--- config.mk ---
export PLATFORM = sky130hd
export DESIGN_NAME = vga_tile_fetch
export DESIGN_NICKNAME = d
export VERILOG_FILES = /design/src/rtl/vga_pkg.sv /design/src/rtl/vga_sync_delay.sv /design/src/rtl/vga_tile_fetch.sv
export SDC_FILE = /design/constraint.sdc
export NUM_CORES = 1
export LEC_CHECK = 0
export CORE_MARGIN = 4
export CORE_UTILIZATION = 52
export CTS_CLUSTER_SIZE = 40
export DETAILED_ROUTE_END_ITERATION = 8
export HOLD_SLACK_MARGIN = 0.08
export PLACE_DENSITY = 0.91
export SYNTH_ARGS = -nofsm -noshare
export SYNTH_HDL_FRONTEND = slang
export SYNTH_SLANG_ARGS = --single-unit
--- constraint.sdc ---
create_clock -name clk -period 6.3 [get_ports clk]
set_input_delay 0.63 -clock clk [delete_from_list [all_inputs] [get_ports clk]]
set_output_delay 0.63 -clock clk [all_outputs]
set_load 0.01 [all_outputs]
--- src/rtl/vga_pkg.sv ---
// Shared VGA constants and the tile-map entry layout used by the fetch stage and vgaFSM.
package vga_pkg;
    localparam int H_ACTIVE   = 640;
    localparam int V_ACTIVE   = 480;
    localparam int TILE_SHIFT = 5;
    localparam int TILES_X    = 20;
    localparam int TILES_Y    = 15;

    typedef struct packed {
        logic [3:0] fg;
        logic [3:0] bg;
        logic [7:0] glyph;
    } tile_word_t;
endpackage

--- src/rtl/vga_sync_delay.sv ---
// N-stage shift register for side-band video signals (bright, syncs, frame flag).
module vga_sync_delay #(
    parameter int           N       = 3,
    parameter int           W       = 4,
    parameter logic [W-1:0] RST_VAL = '0
) (
    input  logic         clk,
    input  logic         reset,
    input  logic [W-1:0] d,
    output logic [W-1:0] q
);
    logic [N-1:0][W-1:0] pipe;

    always_ff @(posedge clk or posedge reset) begin
        if (reset) begin
            pipe <= {N{RST_VAL}};
        end else begin
            pipe[0] <= d;
            for (int i = 1; i < N; i++) pipe[i] <= pipe[i-1];
        end
    end

    assign q = pipe[N-1];
endmodule

--- src/rtl/vga_tile_fetch.sv ---
// Raster position -> scrolled tile-map BRAM address, with side-band re-timed so every
// output lands exactly three clocks after its input sample.
module vga_tile_fetch #(
    parameter int TILE_SHIFT = vga_pkg::TILE_SHIFT,
    parameter int TILES_X    = vga_pkg::TILES_X,
    parameter int TILES_Y    = vga_pkg::TILES_Y,
    parameter int H_ACTIVE   = vga_pkg::H_ACTIVE,
    parameter int V_ACTIVE   = vga_pkg::V_ACTIVE,
    parameter int BASE_ADDR  = 0
) (
    input  logic                  clk,
    input  logic                  reset,
    input  logic [9:0]            hCount,
    input  logic [9:0]            vCount,
    input  logic                  bright,
    input  logic                  hSync_in,
    input  logic                  vSync_in,
    input  logic [9:0]            scroll_x,
    input  logic [9:0]            scroll_y,
    input  logic [15:0]           q_b,
    output logic [9:0]            addr_b,
    output logic [15:0]           tile_word,
    output logic [TILE_SHIFT-1:0] px_x,
    output logic [TILE_SHIFT-1:0] px_y,
    output logic                  bright_out,
    output logic                  hSync_out,
    output logic                  vSync_out,
    output logic                  frame_start
);
    import vga_pkg::*;

    localparam int SPAN_X = TILES_X << TILE_SHIFT;
    localparam int SPAN_Y = TILES_Y << TILE_SHIFT;
    localparam int SBW    = 4 + 2*TILE_SHIFT;
    localparam int STAGES = 2;

    function automatic logic [9:0] wrap_scroll(input logic [9:0] s, input int span);
        return (s >= 10'(span)) ? s - 10'(span) : s;
    endfunction

    logic [9:0]  sx_l, sy_l, sx_eff, sy_eff, addr_nxt;
    logic [10:0] sx_sum, sy_sum, sx, sy;
    logic        origin, act, ok;
    logic [STAGES-1:0] vld_pipe;
    logic [SBW-1:0]    sb_d, sb_q;
    logic [TILE_SHIFT-1:0] px2, py2;
    logic        fs2, vs2, hs2, act2;
    tile_word_t  tw_q;

    // The origin pixel sees the freshly requested scroll, not the stale latch.
    assign origin = (hCount == 10'd0) && (vCount == 10'd0);
    assign sx_eff = origin ? wrap_scroll(scroll_x, SPAN_X) : sx_l;
    assign sy_eff = origin ? wrap_scroll(scroll_y, SPAN_Y) : sy_l;
    assign sx_sum = 11'(hCount) + 11'(sx_eff);
    assign sy_sum = 11'(vCount) + 11'(sy_eff);
    assign sx     = (sx_sum >= 11'(SPAN_X)) ? sx_sum - 11'(SPAN_X) : sx_sum;
    assign sy     = (sy_sum >= 11'(SPAN_Y)) ? sy_sum - 11'(SPAN_Y) : sy_sum;
    assign act    = bright && (hCount < 10'(H_ACTIVE)) && (vCount < 10'(V_ACTIVE));
    assign addr_nxt = 10'(BASE_ADDR + int'(sy >> TILE_SHIFT) * TILES_X + int'(sx >> TILE_SHIFT));

    assign sb_d = {sx[TILE_SHIFT-1:0], sy[TILE_SHIFT-1:0], origin, vSync_in, hSync_in, act};
    assign {px2, py2, fs2, vs2, hs2, act2} = sb_q;

    // S1/S2 side-band; syncs idle high so reset looks like sync-inactive.
    vga_sync_delay #(
        .N       (STAGES),
        .W       (SBW),
        .RST_VAL (SBW'(4'b0110))
    ) u_sb_dly (
        .clk   (clk),
        .reset (reset),
        .d     (sb_d),
        .q     (sb_q)
    );

    assign ok        = act2 && vld_pipe[STAGES-1];
    assign tile_word = tw_q;

    always_ff @(posedge clk or posedge reset) begin
        if (reset) begin
            sx_l        <= '0;
            sy_l        <= '0;
            addr_b      <= 10'(BASE_ADDR);
            vld_pipe    <= '0;
            tw_q        <= '0;
            px_x        <= '0;
            px_y        <= '0;
            bright_out  <= 1'b0;
            hSync_out   <= 1'b1;
            vSync_out   <= 1'b1;
            frame_start <= 1'b0;
        end else begin
            if (origin) begin
                sx_l <= sx_eff;
                sy_l <= sy_eff;
            end
            if (act) addr_b <= addr_nxt;
            vld_pipe    <= {vld_pipe[STAGES-2:0], 1'b1};
            tw_q        <= ok ? tile_word_t'(q_b) : '0;
            px_x        <= ok ? px2 : '0;
            px_y        <= ok ? py2 : '0;
            bright_out  <= ok;
            hSync_out   <= hs2;
            vSync_out   <= vs2;
            frame_start <= fs2 && vld_pipe[STAGES-1];
        end
    end
endmodule
==> results of run 1 <==
[layout by cell type, fill, tap and decap left out, types with 3 or more instances in the layout]
master	n
nor4_1	6
nand2b_1	3
ha_1	33
buf_4	50
clkdlybuf4s50_1	99
nand4_1	4
and2_1	7
xor2_1	10
and3_1	29
nor3_1	5
o31a_1	3
a21o_1	7
dfstp_2	6
nand3_1	9
nor2b_1	4
or3_1	4
xnor2_1	14
o21a_1	4
a21oi_1	31
o211ai_1	4
inv_1	20
mux2_2	29
dfrtp_1	84
o21ai_0	20
nand2_1	33
nor2_1	25
mux2i_1	4
clkbuf_8	9
[through the flow]
stage / util [%] / cell area [µm²] / setup WS, ps / power, mW
3_5_place_dp: 69.2 / 6400 / -426 / 0.941
5_1_grt: 72.9 / 6740 / -105 / 1.43
3_3_place_gp: 69.2 / 6400 / -67.5 / 0.926
2_1_floorplan: - / 4930 / 67.7 / 0.782
6_report: 72.9 / 6740 / 162 / 1.37
4_1_cts: 71.8 / 6630 / 66.9 / 1.36
[logic make-up (layout without fill, tap and decap cells)]
| kind of cell | after synthesis | in the layout | share of synthesized area (%) |
|---|---|---|---|
| AO/OA/AOI/OAI | 103 | 103 | 14.1 |
| XOR/XNOR | 26 | 26 | 4.62 |
| adder cells (fa/ha/maj) | 38 | 38 | 10.1 |
| buffers and inverters | 32 | 187 | 2.46 |
| flip-flops | 90 | 90 | 45.8 |
| multiplexers | 34 | 34 | 7.74 |
| other | 1 | 1 | 0.0761 |
| AND/OR/NAND/NOR | 143 | 143 | 15.1 |
[layout make-up]
| class | instances | area [µm²] | share of cell area (%) |
|---|---|---|---|
| repair buffers | 150 | 1380 | 20.5 |
| clock inverters | 7 | 95.1 | 1.41 |
| multi-input cells | 345 | 2640 | 39.2 |
| well taps | 129 | 161 | 2.40 |
| clock buffers | 9 | 124 | 1.84 |
| flip-flops and latches | 90 | 2260 | 33.5 |
| inverters | 21 | 80.1 | 1.19 |
[cell usage after synthesis, drive strengths merged, types with 3 or more instances]
| cell | n | area [µm²] |
|---|---|---|
| nand3 | 10 | 50.1 |
| inv | 21 | 78.8 |
| dfrtp | 84 | 2100 |
| xor2 | 11 | 96.3 |
| a311oi | 3 | 26.3 |
| xnor2 | 15 | 131 |
| nor2 | 26 | 97.6 |
| a21oi | 33 | 165 |
| nor2b | 4 | 25.0 |
| a21o | 7 | 52.6 |
| o31ai | 3 | 27.5 |
| o211ai | 5 | 42.5 |
| and2 | 8 | 50.1 |
| mux2i | 4 | 40.0 |
| nor4 | 9 | 56.3 |
| nand2 | 35 | 139 |
| clkbuf | 10 | 37.5 |
| nand2b | 3 | 18.8 |
| o21ai | 22 | 114 |
| or3 | 4 | 25.0 |
| fa | 3 | 60.1 |
| ha | 34 | 425 |
| mux2 | 30 | 342 |
| nand4 | 4 | 25.0 |
| and3 | 30 | 193 |
| a31oi | 4 | 31.3 |
| dfstp | 6 | 158 |
| o31a | 3 | 26.3 |
| o21a | 4 | 30.0 |
| nor3 | 5 | 25.0 |
[layer usage]
| layer | wire [µm] | up-vias | global-route usage (%) |
|---|---|---|---|
| met1 | 5100 | 2098 | 27.8 |
| met5 | 0 | - | 0 |
| li1 | - | 1991 | - |
| met3 | 680 | 28 | 3.80 |
| met4 | 234 | 0 | 8.34 |
| met2 | 6950 | 158 | 43.4 |
[flip-flops by register name (all words and copies together) (netlist names)]
name	flops
hSync_out	1
px_x	5
px_y	5
addr_b	10
vld_pipe	2
sx_l	10
bright_out	1
u_sb_dly.pipe	14
sy_l	10
u_sb_dly.q	14
frame_start	1
vSync_out	1
tile_word	16
[what timing repair did]
| action | 4_1_cts | 5_1_grt |
|---|---|---|
| buffers inserted | 0 | 4 |
| endpoints found under the setup margin | 3 | 4 |
| gates resized for setup | 2 | 16 |
| pin swaps | 0 | 9 |
[path summary, 6_finish.rpt]
kind	from	end	slack [ps]	depth (start not counted)
worst max-delay path	vCount[3]	addr_b[7]$_DFFE_PP0P_	160	27
worst min-delay path	vld_pipe[0]$_DFF_PP0_	vld_pipe[1]$_DFF_PP0_	360	0
worst max register to register	sy_l[0]$_DFFE_PP0N_	addr_b[7]$_DFFE_PP0P_	1400	23
worst min register to register	vld_pipe[0]$_DFF_PP0_	vld_pipe[1]$_DFF_PP0_	360	0
max in group asynchronous	reset	u_sb_dly.pipe[10]$_DFF_PP0_	4680	3
min in group asynchronous	reset	tile_word[12]$_DFF_PP0_	930	3
[where the power goes]
group | internal [mW] | leakage, nW | switching [mW]
Sequential | 0.612 | 1.16 | 0.0201
Clock | 0.195 | 0.111 | 0.228
Combinational | 0.165 | 1.95 | 0.149
[critical path: stages]
cell,delay [ps]
clkdlybuf4s50_1,440
nor4_1,430
nand3_2,220
nor2_4,180
mux2_2,350
ha_1,210
inv_1,90
fa_2,210
nor2b_1,60
o31a_1,250
o31a_1,250
a31oi_2,190
ha_2,210
inv_1,60
a311oi_2,300
a31oi_2,100
nand2_4,120
nand3_1,130
xnor2_2,260
and2_4,190
nor2_1,40
ha_1,290
ha_1,290
and2_1,140
a311o_1,340
and3_4,210
o31ai_2,200
==> impl_metrics.env, run 1 <==
export IMPL_finalNonFillerCells=751
export IMPL_synth_area_per_cell_um2=10.6
export IMPL_holdCritPathClass="reg -> reg"
export IMPL_pin_count=101
export IMPL_cts_tree="yes"
export IMPL_ys_warn_count=0
export IMPL_ir_drop_v=0.000131
export IMPL_cp_required_ps=6580
export IMPL_netlist_instances=467
export IMPL_area_delta_synth_final_pct=36.7
export IMPL_clock_fmax_ghz=0.163
export IMPL_synth_flop_cell="dfrtp_1"
export IMPL_maxSlewHeadroom_pct=28.0
export IMPL_grt_first_pass_wirelength_um=21200
export IMPL_maxCapViolations=0
export IMPL_synth_seq_area_share_pct=45.8
export IMPL_async_reset_ff_share_pct=100
export IMPL_clkLatencyLatePin_ps=360
export IMPL_nFillCells=598
export IMPL_hold_buffers=0
export IMPL_cts_buffer_depth=2
export IMPL_slew_viol_final=0
export IMPL_status="complete, no violations"
export IMPL_nets=715
export IMPL_gr_total_overflow=0
export IMPL_fin_crit_sh_pct=97.4
export IMPL_track_usage_pct=23.6
export IMPL_die_h_um=105
export IMPL_wire_per_inst_um=17.3
export IMPL_finalSetupViolations=0
export IMPL_vias=4275
export IMPL_htreeDepth=3
export IMPL_hpwlAfterDp_um=9450
export IMPL_drtAntennaViolNets=0
export IMPL_numClockSinks=90
export IMPL_hold_worst_slack_ps=355
export IMPL_rows=35
export IMPL_tightest_slew_ps=1080
export IMPL_critPathMaxFanout=4
export IMPL_cp_arrival_ps=6420
export IMPL_diodes=0
export IMPL_synth_seq_cells=90
export IMPL_hold_viol=0
export IMPL_grt_max_degree=91
export IMPL_die_area_mm2=0.0111
export IMPL_cts_buffers=9
export IMPL_gp_congestion=0.862
export IMPL_period_needed_ps=6140
export IMPL_drt_total_wl_um=13000
export IMPL_fp_dieW_um=105
export IMPL_tns_ps=0
export IMPL_power_density_mw_per_mm2=203
export IMPL_drc=0
export IMPL_routed_via_density=5.69
export IMPL_drtIter0Drc=244
export IMPL_startpoint_type="input pin"
export IMPL_grt_pass1_vias=4442
export IMPL_drive_above_1_share_pct=20.6
export IMPL_synth_nets=565
export IMPL_clock_tree_root_cell="clkbuf_8"
export IMPL_antenna_found_initial=0
export IMPL_coreArea_mm2=0.00924
export IMPL_dp_cells=731
export IMPL_finClkSkew_ps=15.7
export IMPL_syn_area_mm2=0.00493
export IMPL_clkSlewWorstSetupHoldPaths_ps=100
export IMPL_end_kind="flop"
export IMPL_initial_core_util_pct=53.3
export IMPL_drt_first_pass_iters=5
export IMPL_port_buffers=100
export IMPL_synth_edf_count=0
export IMPL_p_leak_nw=3.23
export IMPL_synthDistinctLibCells=59
export IMPL_path_class="in -> reg"
Note: power is estimated with default switching activity, not from simulation.
==> inputs of run 2 (changes only) <==
--- a/config.mk
+++ b/config.mk
@@ -11,6 +11,7 @@
 export DETAILED_ROUTE_END_ITERATION = 8
 export HOLD_SLACK_MARGIN = 0.08
 export PLACE_DENSITY = 0.91
+export SLEW_MARGIN = 20
 export SYNTH_ARGS = -nofsm -noshare
 export SYNTH_HDL_FRONTEND = slang
 export SYNTH_SLANG_ARGS = --single-unit
==> run 2 against run 1 <==
Critical path depth did not move. Sequential share of layout area barely moved. Combinational power barely moved. First-iteration DRC count did not move. Clock-buffer cell count did not move. Die area did not move.
==> impl_metrics.env, run 2 (same netlist as run 1, synthesis figures left out) <==
export IMPL_diodes=0
export IMPL_vias=4277
export IMPL_period_needed_ps=6140
export IMPL_die_h_um=105
export IMPL_htreeDepth=3
export IMPL_cts_tree="yes"
export IMPL_drc=0
export IMPL_gr_total_overflow=0
export IMPL_worst_slack_ps=162
export IMPL_fin_area_mm2=0.00674
export IMPL_ir_drop_v=0.000131
export IMPL_hpwlAfterDp_um=9450
export IMPL_final_common_cell="clkdlybuf4s50_1"
export IMPL_reg2reg_depth=23
export IMPL_largest_reg_flops=16
export IMPL_pre_cts_ws_ps=-426
export IMPL_wire_per_inst_um=17.3
export IMPL_hold_viol=0
export IMPL_end_kind="flop"
export IMPL_antenna_found_initial=0
export IMPL_pin_count=101
export IMPL_maxSlewHeadroom_pct=48.4
export IMPL_cts_buffers=9
export IMPL_crit_cells=27
export IMPL_port_buffers=100
export IMPL_drtAntennaViolNets=0
export IMPL_p_leak_nw=3.23
export IMPL_placed_cell_area_mm2=0.00640
export IMPL_critPathMaxFanout=4
export IMPL_nFillCells=599
export IMPL_drt_first_pass_iters=5
export IMPL_crit_slowest_cell="clkdlybuf4s50_1"
export IMPL_initial_core_util_pct=53.3
export IMPL_drt_total_wl_um=13000
export IMPL_fin_crit_sh_pct=97.4
export IMPL_track_usage_pct=23.6
export IMPL_final_cell_mix="clkdlybuf4s50_1 (99), dfrtp_1 (84), buf_4 (49)"
export IMPL_timing_rr_start="sy_l[0]$_DFFE_PP0N_"
export IMPL_die_area_mm2=0.0111
export IMPL_drive_above_1_share_pct=20.6
export IMPL_grt_pass1_vias=4442
export IMPL_maxCapViolations=0
export IMPL_critPathBufInv=3
export IMPL_numClockSinks=90
export IMPL_holdCritPathClass="reg -> reg"
export IMPL_coreArea_mm2=0.00924
export IMPL_critPathTopFamily="simple AND/OR/NAND/NOR gates"
export IMPL_hold_start="vld_pipe[0]$_DFF_PP0_"
export IMPL_rows=35
export IMPL_clock_tree_root_cell="clkbuf_8"
export IMPL_cts_buffer_depth=2
export IMPL_clkSlewWorstSetupHoldPaths_ps=100
export IMPL_cp_required_ps=6580
export IMPL_path_class="in -> reg"
export IMPL_critPathMostFrequentCell="ha_1"
export IMPL_tightest_slew_ps=773
export IMPL_nets=715
export IMPL_power_density_mw_per_mm2=203
export IMPL_clkLatencyLatePin_ps=360
export IMPL_max_stage_delay_ps=440
export IMPL_drtIter0Drc=244
export IMPL_startpoint_type="input pin"
export IMPL_min_path_cells=0
export IMPL_routed_via_density=5.70
export IMPL_slew_viol_final=0
export IMPL_grt_first_pass_wirelength_um=21200
export IMPL_clock_fmax_ghz=0.163
export IMPL_finalSetupViolations=0
export IMPL_area_delta_synth_final_pct=36.8
export IMPL_status="complete, no violations"
export IMPL_fp_dieW_um=105
export IMPL_finClkSkew_ps=15.7
export IMPL_grt_max_degree=91
export IMPL_gp_congestion=0.862
export IMPL_crit_start="vCount[3]"
export IMPL_cp_arrival_ps=6420
-- run 2: layout make-up --
| class | instances | area, µm² | area share, % |
|---|---|---|---|
| Timing Repair Buffer | 150 | 1380 | 20.5 |
| Inverter | 21 | 80.1 | 1.19 |
| Clock inverter | 7 | 95.1 | 1.41 |
| Clock buffer | 9 | 124 | 1.84 |
| Tap cell | 129 | 161 | 2.39 |
| Sequential cell | 90 | 2260 | 33.5 |
| Multi-Input combinational cell | 345 | 2640 | 39.1 |
-- run 2: final timing paths --
check	to	slack [ps]
max in group asynchronous	u_sb_dly.pipe[10]$_DFF_PP0_	4980
max	addr_b[7]$_DFFE_PP0P_	160
min reg2reg	vld_pipe[1]$_DFF_PP0_	360
min	vld_pipe[1]$_DFF_PP0_	360
max reg2reg	addr_b[7]$_DFFE_PP0P_	1400
min in group asynchronous	tile_word[12]$_DFF_PP0_	800
-- run 2: stage by stage --
stage,util (%),power (mW),hold slack [ps],setup TNS [ps],std cells
CTS,71.8,1.36,353,0,747
global placement,69.2,0.926,332,-118,731
floorplan,-,0.782,331,0,467
detailed placement,69.2,0.941,335,-1450,731
global route,73.0,1.43,356,-262,751
finish,73.0,1.37,355,0,751
-- run 2: routing by layer --
metal	vias to the layer above	track usage (%)	routed length, µm
met2	158	43.4	6960
met3	28	3.80	680
met4	0	8.34	234
met1	2099	27.8	5090
met5	-	0	0
li1	1992	-	-
-- run 2: where the power goes --
group	leakage, nW	switching, mW	total, mW	internal [mW]
registers	1.16	0.0201	0.632	0.612
clock network	0.111	0.228	0.423	0.195
logic	1.95	0.149	0.314	0.165
-- run 2: what timing repair did --
| item | 4_1_cts | 5_1_grt |
|---|---|---|
| pin swaps | 0 | 9 |
| endpoints found under the setup margin | 3 | 4 |
| hold buffers | 0 | 0 |
| buffers inserted | 0 | 4 |
| resized for setup | 2 | 16 |
